<file path="config.mk">
export PLATFORM = sky130hd
export DESIGN_NAME = fp_accumulator
export DESIGN_NICKNAME = d
export VERILOG_FILES = /design/src/rtl/fp_accumulator.sv
export SDC_FILE = /design/constraint.sdc
export NUM_CORES = 1
export LEC_CHECK = 0
export ABC_CLOCK_PERIOD_IN_PS = 8400
export CAP_MARGIN = 20
export CORE_ASPECT_RATIO = 1.5
export CORE_MARGIN = 4
export CORE_UTILIZATION = 55
export CTS_CLUSTER_DIAMETER = 100
export DETAILED_ROUTE_END_ITERATION = 10
export GPL_TIMING_DRIVEN = 0
export PLACE_DENSITY = 0.77
export SKIP_CTS_REPAIR_TIMING = 1
export SLEW_MARGIN = 15
export SYNTH_ARGS = -nofsm -noshare
export SYNTH_HDL_FRONTEND = slang
export SYNTH_SLANG_ARGS = --single-unit
</file>
<file path="constraint.sdc">
create_clock -name clk -period 8.4 [get_ports clk]
set_input_delay 1.26 -clock clk [delete_from_list [all_inputs] [get_ports clk]]
set_output_delay 1.26 -clock clk [all_outputs]
set_load 0.05 [all_outputs]
</file>
<file path="src/rtl/fp_accumulator.sv">
// fp_accumulator: sequential IEEE-754 single-precision accumulator.
// One product is accepted in IDLE and added into the accumulator over five
// stage cycles: UNPACK, ALIGN, ADD, NORM, ROUND. A product tagged in_last
// sends the sum to OUT, where it is held until downstream takes it.
// Build option: define FP_ACC_FTZ_EN to flush denormal inputs and results
// to signed zero. The default build keeps full denormal support.
//
// state  | meaning
// IDLE   | waiting for a product, in_ready high
// UNPACK | split operands into fields, detect NaN/Inf
// ALIGN  | order by magnitude, shift smaller significand right
// ADD    | add or subtract aligned significands
// NORM   | renormalise after carry-out or cancellation
// ROUND  | round to nearest even, write accumulator
// OUT    | finished sum presented until out_ready
module fp_accumulator #(
  parameter logic [31:0] INIT_ACC = 32'h0000_0000
) (
  input  logic        clk,
  input  logic        rst,
  input  logic        in_valid,
  input  logic [31:0] in_data,
  input  logic        in_last,
  output logic        in_ready,
  output logic        out_valid,
  output logic [31:0] out_data,
  input  logic        out_ready,
  output logic        busy
);

  typedef enum logic [2:0] {
    S_IDLE, S_UNPACK, S_ALIGN, S_ADD, S_NORM, S_ROUND, S_OUT
  } state_t;

  state_t      state_q, state_d;
  logic [31:0] acc_q, acc_d;
  logic [31:0] op_q, op_d;
  logic        last_q, last_d;
  logic        spec_q, spec_d;
  logic [31:0] spec_val_q, spec_val_d;
  logic        a_s_q, a_s_d, b_s_q, b_s_d;
  logic [7:0]  a_e_q, a_e_d, b_e_q, b_e_d;
  logic [23:0] a_m_q, a_m_d, b_m_q, b_m_d;
  logic        big_s_q, big_s_d;
  logic        sub_q, sub_d;
  logic        zsign_q, zsign_d;
  logic [9:0]  exp_q, exp_d;
  logic [26:0] mb_q, mb_d;
  logic [26:0] ms_q, ms_d;
  logic [27:0] sum_q, sum_d;
  logic        zero_q, zero_d;
  logic        out_valid_q, out_valid_d;
  logic [31:0] out_data_q, out_data_d;

  // Position of the leading one counted from bit 26; 27 when v is zero.
  function automatic logic [4:0] lzc27(input logic [26:0] v);
    logic [4:0] n;
    n = 5'd27;
    for (int i = 0; i < 27; i++) begin
      if (v[i]) n = 5'(26 - i);
    end
    return n;
  endfunction

  // Stage temporaries
  logic [7:0]  ua_exp, ub_exp;
  logic [22:0] ua_frac, ub_frac, ua_fe, ub_fe;
  logic        nan_a, nan_b, inf_a, inf_b;
  logic        a_big;
  logic [7:0]  big_e, sm_e, diff;
  logic [23:0] big_m, sm_m;
  logic [52:0] ext;
  logic [4:0]  lz, sh;
  logic [9:0]  lim;
  logic        rup;
  logic [24:0] mant;
  logic [9:0]  e_r;
  logic        hidden;
  logic [22:0] frac;
  logic [31:0] res;

  // Registered state, datapath and output registers
  always_ff @(posedge clk) begin
    if (rst) begin
      state_q     <= S_IDLE;
      acc_q       <= INIT_ACC;
      op_q        <= '0;
      last_q      <= 1'b0;
      spec_q      <= 1'b0;
      spec_val_q  <= '0;
      a_s_q       <= 1'b0;
      b_s_q       <= 1'b0;
      a_e_q       <= '0;
      b_e_q       <= '0;
      a_m_q       <= '0;
      b_m_q       <= '0;
      big_s_q     <= 1'b0;
      sub_q       <= 1'b0;
      zsign_q     <= 1'b0;
      exp_q       <= '0;
      mb_q        <= '0;
      ms_q        <= '0;
      sum_q       <= '0;
      zero_q      <= 1'b0;
      out_valid_q <= 1'b0;
      out_data_q  <= '0;
    end else begin
      state_q     <= state_d;
      acc_q       <= acc_d;
      op_q        <= op_d;
      last_q      <= last_d;
      spec_q      <= spec_d;
      spec_val_q  <= spec_val_d;
      a_s_q       <= a_s_d;
      b_s_q       <= b_s_d;
      a_e_q       <= a_e_d;
      b_e_q       <= b_e_d;
      a_m_q       <= a_m_d;
      b_m_q       <= b_m_d;
      big_s_q     <= big_s_d;
      sub_q       <= sub_d;
      zsign_q     <= zsign_d;
      exp_q       <= exp_d;
      mb_q        <= mb_d;
      ms_q        <= ms_d;
      sum_q       <= sum_d;
      zero_q      <= zero_d;
      out_valid_q <= out_valid_d;
      out_data_q  <= out_data_d;
    end
  end

  // Next state and per-stage datapath
  always_comb begin
    state_d     = state_q;
    acc_d       = acc_q;
    op_d        = op_q;
    last_d      = last_q;
    spec_d      = spec_q;
    spec_val_d  = spec_val_q;
    a_s_d       = a_s_q;
    b_s_d       = b_s_q;
    a_e_d       = a_e_q;
    b_e_d       = b_e_q;
    a_m_d       = a_m_q;
    b_m_d       = b_m_q;
    big_s_d     = big_s_q;
    sub_d       = sub_q;
    zsign_d     = zsign_q;
    exp_d       = exp_q;
    mb_d        = mb_q;
    ms_d        = ms_q;
    sum_d       = sum_q;
    zero_d      = zero_q;
    out_valid_d = out_valid_q;
    out_data_d  = out_data_q;

    ua_exp  = acc_q[30:23];
    ub_exp  = op_q[30:23];
    ua_frac = acc_q[22:0];
    ub_frac = op_q[22:0];
`ifdef FP_ACC_FTZ_EN
    ua_fe   = (ua_exp == 8'd0) ? 23'd0 : ua_frac;
    ub_fe   = (ub_exp == 8'd0) ? 23'd0 : ub_frac;
`else
    ua_fe   = ua_frac;
    ub_fe   = ub_frac;
`endif
    nan_a   = (ua_exp == 8'hFF) && (ua_frac != 23'd0);
    nan_b   = (ub_exp == 8'hFF) && (ub_frac != 23'd0);
    inf_a   = (ua_exp == 8'hFF) && (ua_frac == 23'd0);
    inf_b   = (ub_exp == 8'hFF) && (ub_frac == 23'd0);

    a_big = {a_e_q, a_m_q} >= {b_e_q, b_m_q};
    big_e = a_big ? a_e_q : b_e_q;
    big_m = a_big ? a_m_q : b_m_q;
    sm_e  = a_big ? b_e_q : a_e_q;
    sm_m  = a_big ? b_m_q : a_m_q;
    diff  = big_e - sm_e;
    ext   = {sm_m, 3'b000, 26'd0} >> diff;

    lz  = lzc27(sum_q[26:0]);
    lim = exp_q - 10'd1;
    sh  = ({5'd0, lz} < lim) ? lz : lim[4:0];

    rup  = mb_q[2] & (mb_q[1] | mb_q[0] | mb_q[3]);
    mant = {1'b0, mb_q[26:3]} + {24'd0, rup};
    if (mant[24]) begin
      e_r    = exp_q + 10'd1;
      hidden = 1'b1;
      frac   = mant[23:1];
    end else begin
      e_r    = exp_q;
      hidden = mant[23];
      frac   = mant[22:0];
    end
    if (spec_q)                res = spec_val_q;
    else if (zero_q)           res = {zsign_q, 31'd0};
    else if (e_r >= 10'd255)   res = {big_s_q, 8'hFF, 23'd0};
`ifdef FP_ACC_FTZ_EN
    else if (!hidden)          res = {big_s_q, 31'd0};
`else
    else if (!hidden)          res = {big_s_q, 8'h00, frac};
`endif
    else                       res = {big_s_q, e_r[7:0], frac};

    case (state_q)
      S_IDLE: begin
        if (in_valid) begin
          op_d    = in_data;
          last_d  = in_last;
          state_d = S_UNPACK;
        end
      end
      S_UNPACK: begin
        a_s_d = acc_q[31];
        b_s_d = op_q[31];
        a_e_d = (ua_exp == 8'd0) ? 8'd1 : ua_exp;
        b_e_d = (ub_exp == 8'd0) ? 8'd1 : ub_exp;
        a_m_d = {ua_exp != 8'd0, ua_fe};
        b_m_d = {ub_exp != 8'd0, ub_fe};
        spec_d     = 1'b1;
        spec_val_d = 32'h7FC0_0000;
        if (nan_a || nan_b || (inf_a && inf_b && (acc_q[31] != op_q[31])))
          spec_val_d = 32'h7FC0_0000;
        else if (inf_a)
          spec_val_d = {acc_q[31], 8'hFF, 23'd0};
        else if (inf_b)
          spec_val_d = {op_q[31], 8'hFF, 23'd0};
        else
          spec_d = 1'b0;
        state_d = S_ALIGN;
      end
      S_ALIGN: begin
        big_s_d = a_big ? a_s_q : b_s_q;
        sub_d   = a_s_q != b_s_q;
        zsign_d = a_s_q & b_s_q;
        exp_d   = {2'b00, big_e};
        mb_d    = {big_m, 3'b000};
        if (diff > 8'd26) ms_d = {26'd0, |sm_m};
        else              ms_d = {ext[52:27], ext[26] | (|ext[25:0])};
        state_d = S_ADD;
      end
      S_ADD: begin
        sum_d   = sub_q ? ({1'b0, mb_q} - {1'b0, ms_q})
                        : ({1'b0, mb_q} + {1'b0, ms_q});
        state_d = S_NORM;
      end
      S_NORM: begin
        zero_d = (sum_q == 28'd0);
        if (sum_q[27]) begin
          mb_d  = {sum_q[27:2], sum_q[1] | sum_q[0]};
          exp_d = exp_q + 10'd1;
        end else begin
          mb_d  = sum_q[26:0] << sh;
          exp_d = exp_q - {5'd0, sh};
        end
        state_d = S_ROUND;
      end
      S_ROUND: begin
        acc_d = res;
        if (last_q) begin
          out_data_d  = res;
          out_valid_d = 1'b1;
          state_d     = S_OUT;
        end else begin
          state_d = S_IDLE;
        end
      end
      S_OUT: begin
        if (out_ready) begin
          out_valid_d = 1'b0;
          acc_d       = INIT_ACC;
          state_d     = S_IDLE;
        end
      end
      default: state_d = S_IDLE;
    endcase
  end

  // Handshake and status outputs
  always_comb begin
    in_ready  = (state_q == S_IDLE);
    busy      = (state_q != S_IDLE);
    out_valid = out_valid_q;
    out_data  = out_data_q;
  end

endmodule

</file>
---- Yosys cells after proc, flatten, opt, wreduce, memory -nomap -nowiden ----
Cells that the tools add are included.
word-level totals
  register bits after elaboration ......... 296
  output and inout port bits .............. 35
  word-level logic and storage cells ...... 145
operators by class
  $add $sub $neg .......................... 7
  order comparisons ....................... 4
  equal/unequal tests ..................... 13
  shift operators ......................... 2
  muxes and demuxes ....................... 63
  bitwise operators ....................... 6
  reductions and logical operators ........ 28
operators by type and width
  operator             number
  $mux W32             6
  $mux W5              27
  $pmux W32 S2         1
  $mux W31             2
  $mux W27             2
  $pmux W27 S2         1
  $shr A53 B8 Y53      1
  $mux W24             2
  $logic_not A23 Y1    2
  $reduce_bool A23 Y1  2
  $ge A32 B32 Y1       1
  $mux W8              4
  $add A27 B27 Y28     1
  $logic_not A28 Y1    1
  $mux W28             1
  $sub A27 B27 Y28     1
  $shl A27 B5 Y27      1
  $reduce_or A26 Y1    1
  $add A24 B1 Y25      1
  $reduce_or A24 Y1    1
  $mux W23             1
  $pmux W3 S7          1
  $mux W10             2
  $pmux W10 S2         1
  27 further kinds     59

---- Depth between registers and ports, before layout ----
Gate-level depths: netlist of run 1.
  depth in word-level cells ............... 32
  mapped depth ............................ 30
  mapped depth without buffers ............ 27

---- Worst setup path before layout of run 1 ----
Ideal clock, no wire load.
  kind .................................... register to register
  start ................................... register b_m_q[10]
  end ..................................... register ms_q[0]
  data arrival time ....................... 5979 ps
  required time ........................... 8267 ps
  slack ................................... 2287 ps
  stages on the path, launching flop included .. 26
  clock period less this slack ............ 6113 ps
  cell sequence ........................... dfxtp_1 inv_1 ha_1 a21oi_1 a21boi_1 or4b_1 o311a_1 buf_6 nor3_4 buf_4 buf_4 clkbuf_1 buf_1 a31oi_1 ha_1 a211o_1 nor4b_2 buf_4 buf_4 mux2i_1 mux2i_1 a22oi_1 a21oi_1 or4b_1 o31ai_2 a311oi_2
between the ends
  cells in the longest elaborated chain, start to end .. 7
  elaborated cells between the ends (all ways) .. 11
RTL lines
  item                               line      RTL
  start, declared                    43        logic [23:0] a_m_q, a_m_d, b_m_q, b_m_d;
  start signal, assigned             119       b_m_q <= b_m_d;
  $ge A32 B32 Y1                     174       a_big = {a_e_q, a_m_q} >= {b_e_q, b_m_q};
  $mux W8, on equally long branches  175, 177
  $sub A8 B8 Y8                      179       diff = big_e - sm_e;
  $shr A53 B8 Y53                    180       ext = {sm_m, 3'b000, 26'd0} >> diff;
  $reduce_or A26 Y1                  241       else ms_d = {ext[52:27], ext[26] | (|ext[25:0])};
  $or A1 B1 Y1                       241
  $mux W27 (*)                       240       if (diff > 8'd26) ms_d = {26'd0, |sm_m};
  end signal, assigned               125       ms_q <= ms_d;
  end, declared                      49        logic [26:0] ms_q, ms_d;
Mark *: on every way between the ends. The rest lies on a longest branch, timed or not.
A chain may end at the register's enable or synchronous reset.

---- Worst setup path after layout of run 1 ----
  start ................................... register sum_q[1]
  end ..................................... register exp_q[5]
between the ends
  cells in the longest elaborated chain, start to end .. 31
RTL lines
  item                        line  RTL
  start, declared             50    logic [27:0] sum_q, sum_d;
  start signal, assigned      126   sum_q <= sum_d;
  $mux W5 (*) (26 in series)  60    if (v[i]) n = 5'(26 - i);
  $lt A5 B10 Y1               184   sh = ({5'd0, lz} < lim) ? lz : lim[4:0];
  $mux W5 (*)                 184
  $sub A10 B5 Y10 (*)         256   exp_d = exp_q - {5'd0, sh};
  $mux W10 (*)                251   if (sum_q[27]) begin
  $pmux W10 S2 (*)            207   case (state_q)
  end signal, assigned        123   exp_q <= exp_d;
  end, declared               47    logic [9:0] exp_q, exp_d;
Marked as above.

==> metrics.md, run 1 <==
| Metric | Value |
|---|---|
| Status | finished clean |
| Initial Utilization | between 50% and 60% |
| CP startpoint | sum_q[1] |
| Synthesis-to-finish area growth | 11.9% |
| Initial antenna violation count | 2 |
| Core Box Area | between 30000 and 40000 um^2 |
| Clock Pin Slew Worst Setup and Hold Paths | roughly 0.070 ns |
| Synthesized flop and latch total | approximately 270 |
| Post-route DRC | 0 |
| CP Class | flip-flop to flip-flop |
| Pwr/cell area | roughly 230 nW/um^2 |
| Hold Crit Start | op_q[11] |
| Routed WL | around 80 mm |
| Layout Utilization | 62.8% |
| Routability Congestion | approximately 1.1 |
| Site Rows | 81 |
| Synth warnings | 0 |
| Detailed-route via count | between 20000 and 25000 |
| Final worst path period need | between 8 and 9 ns |
| RSZ-0062 raised after global routing | false |
| GR Util All Layers | 41.7% |
| Final HPWL DP | 62.2 mm |
| Async set-reset flop share out of synthesis | 0% |
| Max Clk Rate | about 120 MHz |
| Slowest stage delay, CP | approximately 0.58 ns |
| Clock latency on the worst-skew pair | ~0.60 ns |
| Mapped Avg Cell Area | around 7.5 um^2 |
| Sw frac | 41.6% |
| CTS Buffer Depth | 3 |
| Reg2reg start | sum_q[1] |
| I/O Buffers | 70 |
| 1st-iter DRT viols | 2315 |
| Hold Fails Final Rpt | 0 |
| Fin area | 20600 um^2 |
| Post-Synthesis Cell Area | approximately 18000 um^2 |
| Share of the synthesized area in the top cell type | 29.0% |
| Max-cap violations | 0 |
| Final Max Tran Viols | 0 |
| Post-Synthesis Cells | 2472 |
| Slew @ Worst Pin | 1.16 ns |
| Final TNS setup | 0 ns |
| Int Pwr | 2.72 mW |
| CP endpoint kind | flip-flop |
| Die Width | ~160 um |
| CP arrival | 8.47 ns |
| Post-synthesis cell type count | between 90 and 100 |
| Slew Limit Headroom | between 20% and 30% |
| Height of the chip | 232 um |
| Largest area contributor in the netlist | dfxtp_1 |
| Ranking of synthesized cells by area | dfxtp_1 29%, nand2_1 9.0%, a21oi_1 7.6% |
| Crit Path Max Fanout | 10 |
| ANT nets after route | 0 |
| Comb pwr share | 43.2% |
| Hold slack | ~0.46 ns |
| H-tree levels | 1 |
| CTS Buf Count | 28 |
| Number of fill cells in the layout | ~3100 |
| Commonest non-fill, non-tap cell in the layout | nand2_1 |
| # clock sinks | 267 |
| Root buffer cell | clkbuf_16 |
| Top_reg_cell synth | dfxtp_1 |
| Most frequent cells in the layout | 442 x nand2_1, 279 x a21oi_1, 267 x dfxtp_1, 218 x nor2_1, 142 x clkbuf_1 |
| Pin count of the biggest net entering global routing | 16 |
| Placed cell area | a little under 20000 um^2 |
| CP required | 8.84 ns |
| Final Cycle Share | 95.6% |
| Initial DRT Pass Iterations | 6 |
| Total design power | roughly 4.7 mW |
| TritonCTS clock tree | done |
| # nets final | 2686 |
| Crit start category | flip-flop |
| Final setup viols | 0 |
| Clk pwr share | ~28% |
| Worst Hold Class | flip-flop to flip-flop |
| Vias in the first global route | roughly 19000 |
| Net Switching | between 1.5 and 2 mW |
| Crit path top cell by count | nor3_1 |
| Drt via density | roughly 6.7 |
| Top Ports | a little over 70 |
| WL/cell | between 20 and 30 um |
| Post-synth EDFFs | 0 |
| Total grt overflow | 0 |
| Die Footprint | 36600 um^2 |
| ANT cells | 0 |
| Skew final | about 0.031 ns |
| Sequential area share after synthesis | 29.0% |
| Leakage | 7.58 nW |
| Sequential power share | between 20% and 30% |
| Peak VDD IR | ~0.20 mV |
| Slowest cell on crit path | nor3_1 |
| First-pass GRT wire length | between 100 and 150 mm |
| Share of cells above drive strength 1 | around 5.1% |
| Synthesized Nets | 2585 |
-- cell families (layout without fill, tap and decap cells) --
kind of cell,after synthesis,in the layout,synth area share (%)
XOR/XNOR,78,78,3.71
AO/OA/AOI/OAI,703,703,24.5
flip-flops,267,267,29.0
AND/OR/NAND/NOR,972,972,23.8
buffers and inverters,256,378,5.57
multiplexers,120,120,8.19
adder cells (fa/ha/maj),76,76,5.24
-- stage by stage --
stage                     setup WS (ns)  std cells
after floorplan                    2.29       2472
after global placement            0.383       2957
after detailed placement          0.316       2958
after CTS                         0.266       3009
after global routing              0.101       3009
final                             0.371       3009
-- state kept, by name, indices dropped and copies added (netlist names), 24 cells and up --
register,flops
a_m_q,24
acc_q,32
b_m_q,24
mb_q,27
ms_q,27
op_q,32
out_data,32
sum_q,28
-- critical path: cells and delay by family (launching register included) --
kind                     cells  cell delay [ns]
AO/OA/AOI/OAI               12             2.87
flip-flops                   1             0.30
AND/OR/NAND/NOR              8             1.73
adder cells (fa/ha/maj)      2             0.62
buffers and inverters        5             1.86
multiplexers                 1             0.50
-- path summary, 6_finish.rpt --
kind / endpoint / slack, ns / depth (start not counted)
max reg2reg: exp_q[5] / 0.37 / 28
min reg2reg: b_m_q[11] / 0.46 / 2
min: b_m_q[11] / 0.46 / 2
max: exp_q[5] / 0.37 / 28
-- final cells by class --
class                           count  area [um^2]  area share, %
Sequential cell                   267         5350           25.9
Timing Repair Buffer               71          708           3.43
Clock inverter                     12          158          0.764
Tap cell                          415          519           2.52
Clock buffer                       39          802           3.89
Multi-Input combinational cell   1949        12100           58.5
Inverter                           86          323           1.56
Buffer                            170          707           3.43
-- metal layers --
metal | wire (um) | track usage [%]
met5 | 27 | 0
met4 | 8080 | 34.1
met3 | 6340 | 8.43
met2 | 37900 | 72.6
met1 | 25700 | 42.3
-- synthesized netlist by cell type, types with 15 or more instances --
master,count
a211oi_1,26
o211ai_1,40
ha_1,74
nor3_1,68
nor4_1,37
a22oi_1,70
buf_1,15
nand2_1,442
a31oi_1,25
xor2_1,20
nand4_1,20
clkbuf_1,138
dfxtp_1,267
o21ai_0,85
a21o_1,27
a21oi_1,279
nand3_1,65
and3_1,22
xnor2_1,58
inv_1,80
nor2b_1,16
mux2i_1,86
mux4_2,20
nor2_1,218
-- power groups by stage --
stage	clock network, mW	logic, mW	registers, mW
after floorplan	0	1.39	1.35
after global placement	0	1.93	1.37
after detailed placement	0	1.94	1.37
after CTS	1.30	1.95	1.34
after global routing	1.35	2.14	1.35
final	1.30	2.02	1.35
Power figures use the tool's default switching activity.
==> inputs of run 2 (changes only) <==
- ABC_AREA: default -> 1
==> run 2 against run 1 <==
Against the previous run:
- final cell count up 18%
- hold slack better by 0.017 ns
- clock skew is 0.0042 ns lower
==> metrics.md, run 2 <==
| Metric | Value |
|---|---|
| Clock Pin Slew Worst Setup and Hold Paths | 0.07 ns (about the same) |
| Slew @ Worst Pin | 1.15 ns (-0.0140 ns) |
| Placed cell area | 20100 um^2 (+2.3%) |
| Share of cells above drive strength 1 | 4.51% (-0.54 points) |
| 1st-iter DRT viols | 2237 (-3.4%) |
| I/O Buffers | 70 (unchanged) |
| Share of the synthesized area in the top cell type | 28.3% (-0.71 points) |
| Post-Synth Adder-Cell Area | 5.11% (-0.13 points) |
| Total grt overflow | 0 (unchanged) |
| Status | finished clean |
| GR Util All Layers | 40.1% (-1.6 points) |
| H-tree levels | 1 (unchanged) |
| Die Footprint | 37400 um^2 (+2.4%) |
| Delay-heaviest family, CP | simple AND/OR/NAND/NOR gates |
| Most common cell in the netlist | nand2_1 |
| ANT nets after route | 0 (unchanged) |
| CP endpoint kind | flip-flop |
| Height of the chip | 235 um (+1.2%) |
| Root buffer cell | clkbuf_16 |
| Clock latency on the worst-skew pair | 0.58 ns (-0.02 ns) |
| Detailed-route via count | 21944 (+8.9%) |
| Post-route DRC | 0 (unchanged) |
| CTS Buf Count | 25 (-11%) |
| # nets final | 3217 (+20%) |
| Top Ports | 72 (unchanged) |
| Fin area | 21000 um^2 (+1.6%) |
| Top_reg_cell synth | dfxtp_1 |
| Crit path top cell by count | nand2_1 |
| Most frequent cells in the layout | 710 x nand2_1, 332 x nand3_1, 325 x inv_1, 302 x a21oi_1 |
| Mux cell area share after synthesis | 0% (-8.2 points) |
| Final HPWL DP | 63.9 mm (+2.6%) |
| Ranking of synthesized cells by area | dfxtp_1 28%, nand2_1 14%, nand3_1 8.8% |
| Routed WL | 79.2 mm (+1.5%) |
| Slew Limit Headroom | 22.9% (+0.94 points) |
| Final setup viols | 0 (unchanged) |
| TritonCTS clock tree | done |
| ANT cells | 0 (unchanged) |
| Die Width | 159 um (+1.2%) |
| Site Rows | 82 (+1.2%) |
| Synthesis-to-finish area growth | 11.0% |
| Initial antenna violation count | 0 (-2) |
| R2r endpoint | exp_q[9] |
| Pin count of the biggest net entering global routing | 17 (+1) |
| Hold Fails Final Rpt | 0 (unchanged) |
| Area of the multi-input gates | 11500 um^2 (-4.6%) |
| Slowest stage delay, CP | 0.55 ns (-0.03 ns) |
| Post-Synthesis Cell Area | 18900 um^2 (+2.5%) |
| Commonest non-fill, non-tap cell in the layout | nand2_1 |
| Initial Utilization | 56.1% (about the same) |
| Reg2reg start | sum_q[0] |
| Async set-reset flop share out of synthesis | 0% (unchanged) |
| FF-to-FF path depth | 46 (+64%) |
| Complex-gate fraction of the synthesized area | 19.8% (-4.7 points) |
| CP arrival | 6.23 ns (-2.24 ns) |
| Final Max Tran Viols | 0 (unchanged) |
| Synthesized Nets | 3120 (+21%) |
| RSZ-0062 raised after global routing | false |
| Hold Crit Start | out_valid |
| Final worst path period need | 5.79 ns (-2.24 ns) |
| Worst Hold Class | flip-flop to flip-flop |
| Post-synthesis cell type count | 66 (-28%) |
| Crit start category | flip-flop |
| Skew final | 0.0269 ns (-0.00418 ns) |
| CP Class | flip-flop to flip-flop |
| # clock sinks | 267 (unchanged) |
| Mapped Avg Cell Area | 6.28 um^2 (-16%) |
| Initial DRT Pass Iterations | 7 (+1) |
| Synth warnings | 0 (unchanged) |
| Register area | 5350 um^2 (unchanged) |
| Critical Path Sink | exp_q[9] |
| Slowest cell on crit path | clkbuf_1 |
| Vias in the first global route | 21011 (+9.2%) |
| Number of fill cells in the layout | 3213 (+4.1%) |
| Max Clk Rate | 173 MHz (+39%) |
| Final TNS setup | 0 ns (unchanged) |
| Largest area contributor in the netlist | dfxtp_1 |
| Post-Synth Simple-Gate Area | 32.0% (+8.3 points) |
| Drt via density | 6.19 (-7.5%) |
| CP required | 8.84 ns (about the same) |
| First-pass GRT wire length | 118 mm (+1.9%) |
| Layout Utilization | 62.3% (-0.52 points) |
| Routability Congestion | 1.14 (+4.8%) |
| Max-cap violations | 0 (unchanged) |
| Final Cycle Share | 68.9% (-27 points) |
| Core Box Area | 33700 um^2 (+2.5%) |
| CP startpoint | sum_q[0] |
| Worst hold path depth | 2 (unchanged) |
| CTS Buffer Depth | 3 (unchanged) |
| Post-Synthesis Cells | 3007 (+22%) |
| Sequential area share after synthesis | 28.3% (-0.71 points) |
| R2r setup slk | 2.61 ns (+2.24 ns) |
| Crit Path Max Fanout | 10 (unchanged) |
| Post-Synth XOR/XNOR Area | 3.99% (+0.28 points) |
| Synthesized flop and latch total | 267 (unchanged) |
| WL/cell | 22.3 um (-14%) |
| Buf/Inv on CP | 4 (-1) |
| Synth cell count leaders | 710 x nand2_1, 332 x nand3_1, 325 x inv_1 |
| Post-synth EDFFs | 0 (unchanged) |
| CP Depth | 46 (+64%) |
| Largest family of logic cells by synthesized area | simple AND/OR/NAND/NOR gates |
run 2: final cells by class:
cell class / instances / area share [%]
buffer: 172 / 3.61
clock buffer: 28 / 3.18
clock inverter: 18 / 0.877
inverter: 340 / 6.10
multi-input combinational: 2228 / 54.9
sequential: 267 / 25.5
tap: 420 / 2.51
timing repair buffer: 70 / 3.34
run 2: worst min-delay path by stage:
stage / to / slack (ns)
2_1_floorplan: last_q / 0.43
3_3_place_gp: out_valid / 0.45
3_5_place_dp: out_valid / 0.46
4_1_cts: out_valid / 0.47
5_1_grt: out_data[0] / 0.50
6_report: out_valid / 0.47
run 2: per-stage QoR:
stage	std cells	setup slack [ns]	hold WS, ns
floorplan	3007	4.26	0.430
global placement	3497	2.87	0.452
detailed placement	3497	2.78	0.462
CTS	3543	2.74	0.472
global route	3543	2.09	0.496
finish	3543	2.61	0.474
run 2: layer usage:
layer  track usage (%)  share of wire (%)  wire [um]  up-vias
met2              70.7                 48      38300     1295
met1              41.3                 33      26400     9970
met4              36.1                 11       8810        0
li1                  -                  -          -    10248
met5                 0                  0          0        -
met3              5.01                7.1       5650      431
run 2: kinds of logic after synthesis:
| kind of cell | Yosys count |
|---|---|
| flops | 267 |
| buf+inv | 512 |
| simple gates | 1370 |
| compound gates | 696 |
| xor+xnor | 86 |
| fa+ha+maj | 76 |
run 2: worst reg2reg max path: cells and delay by family (launching register included):
kind / cells / cell delay [ns]
buf+inv: 4 / 0.85
fa+ha+maj: 1 / 0.40
simple gates: 35 / 2.84
flops: 1 / 0.48
compound gates: 6 / 1.05
Power of run 2 is not shown: default switching activity piles up to over one toggle a cycle in this logic, so the estimate is an artifact.
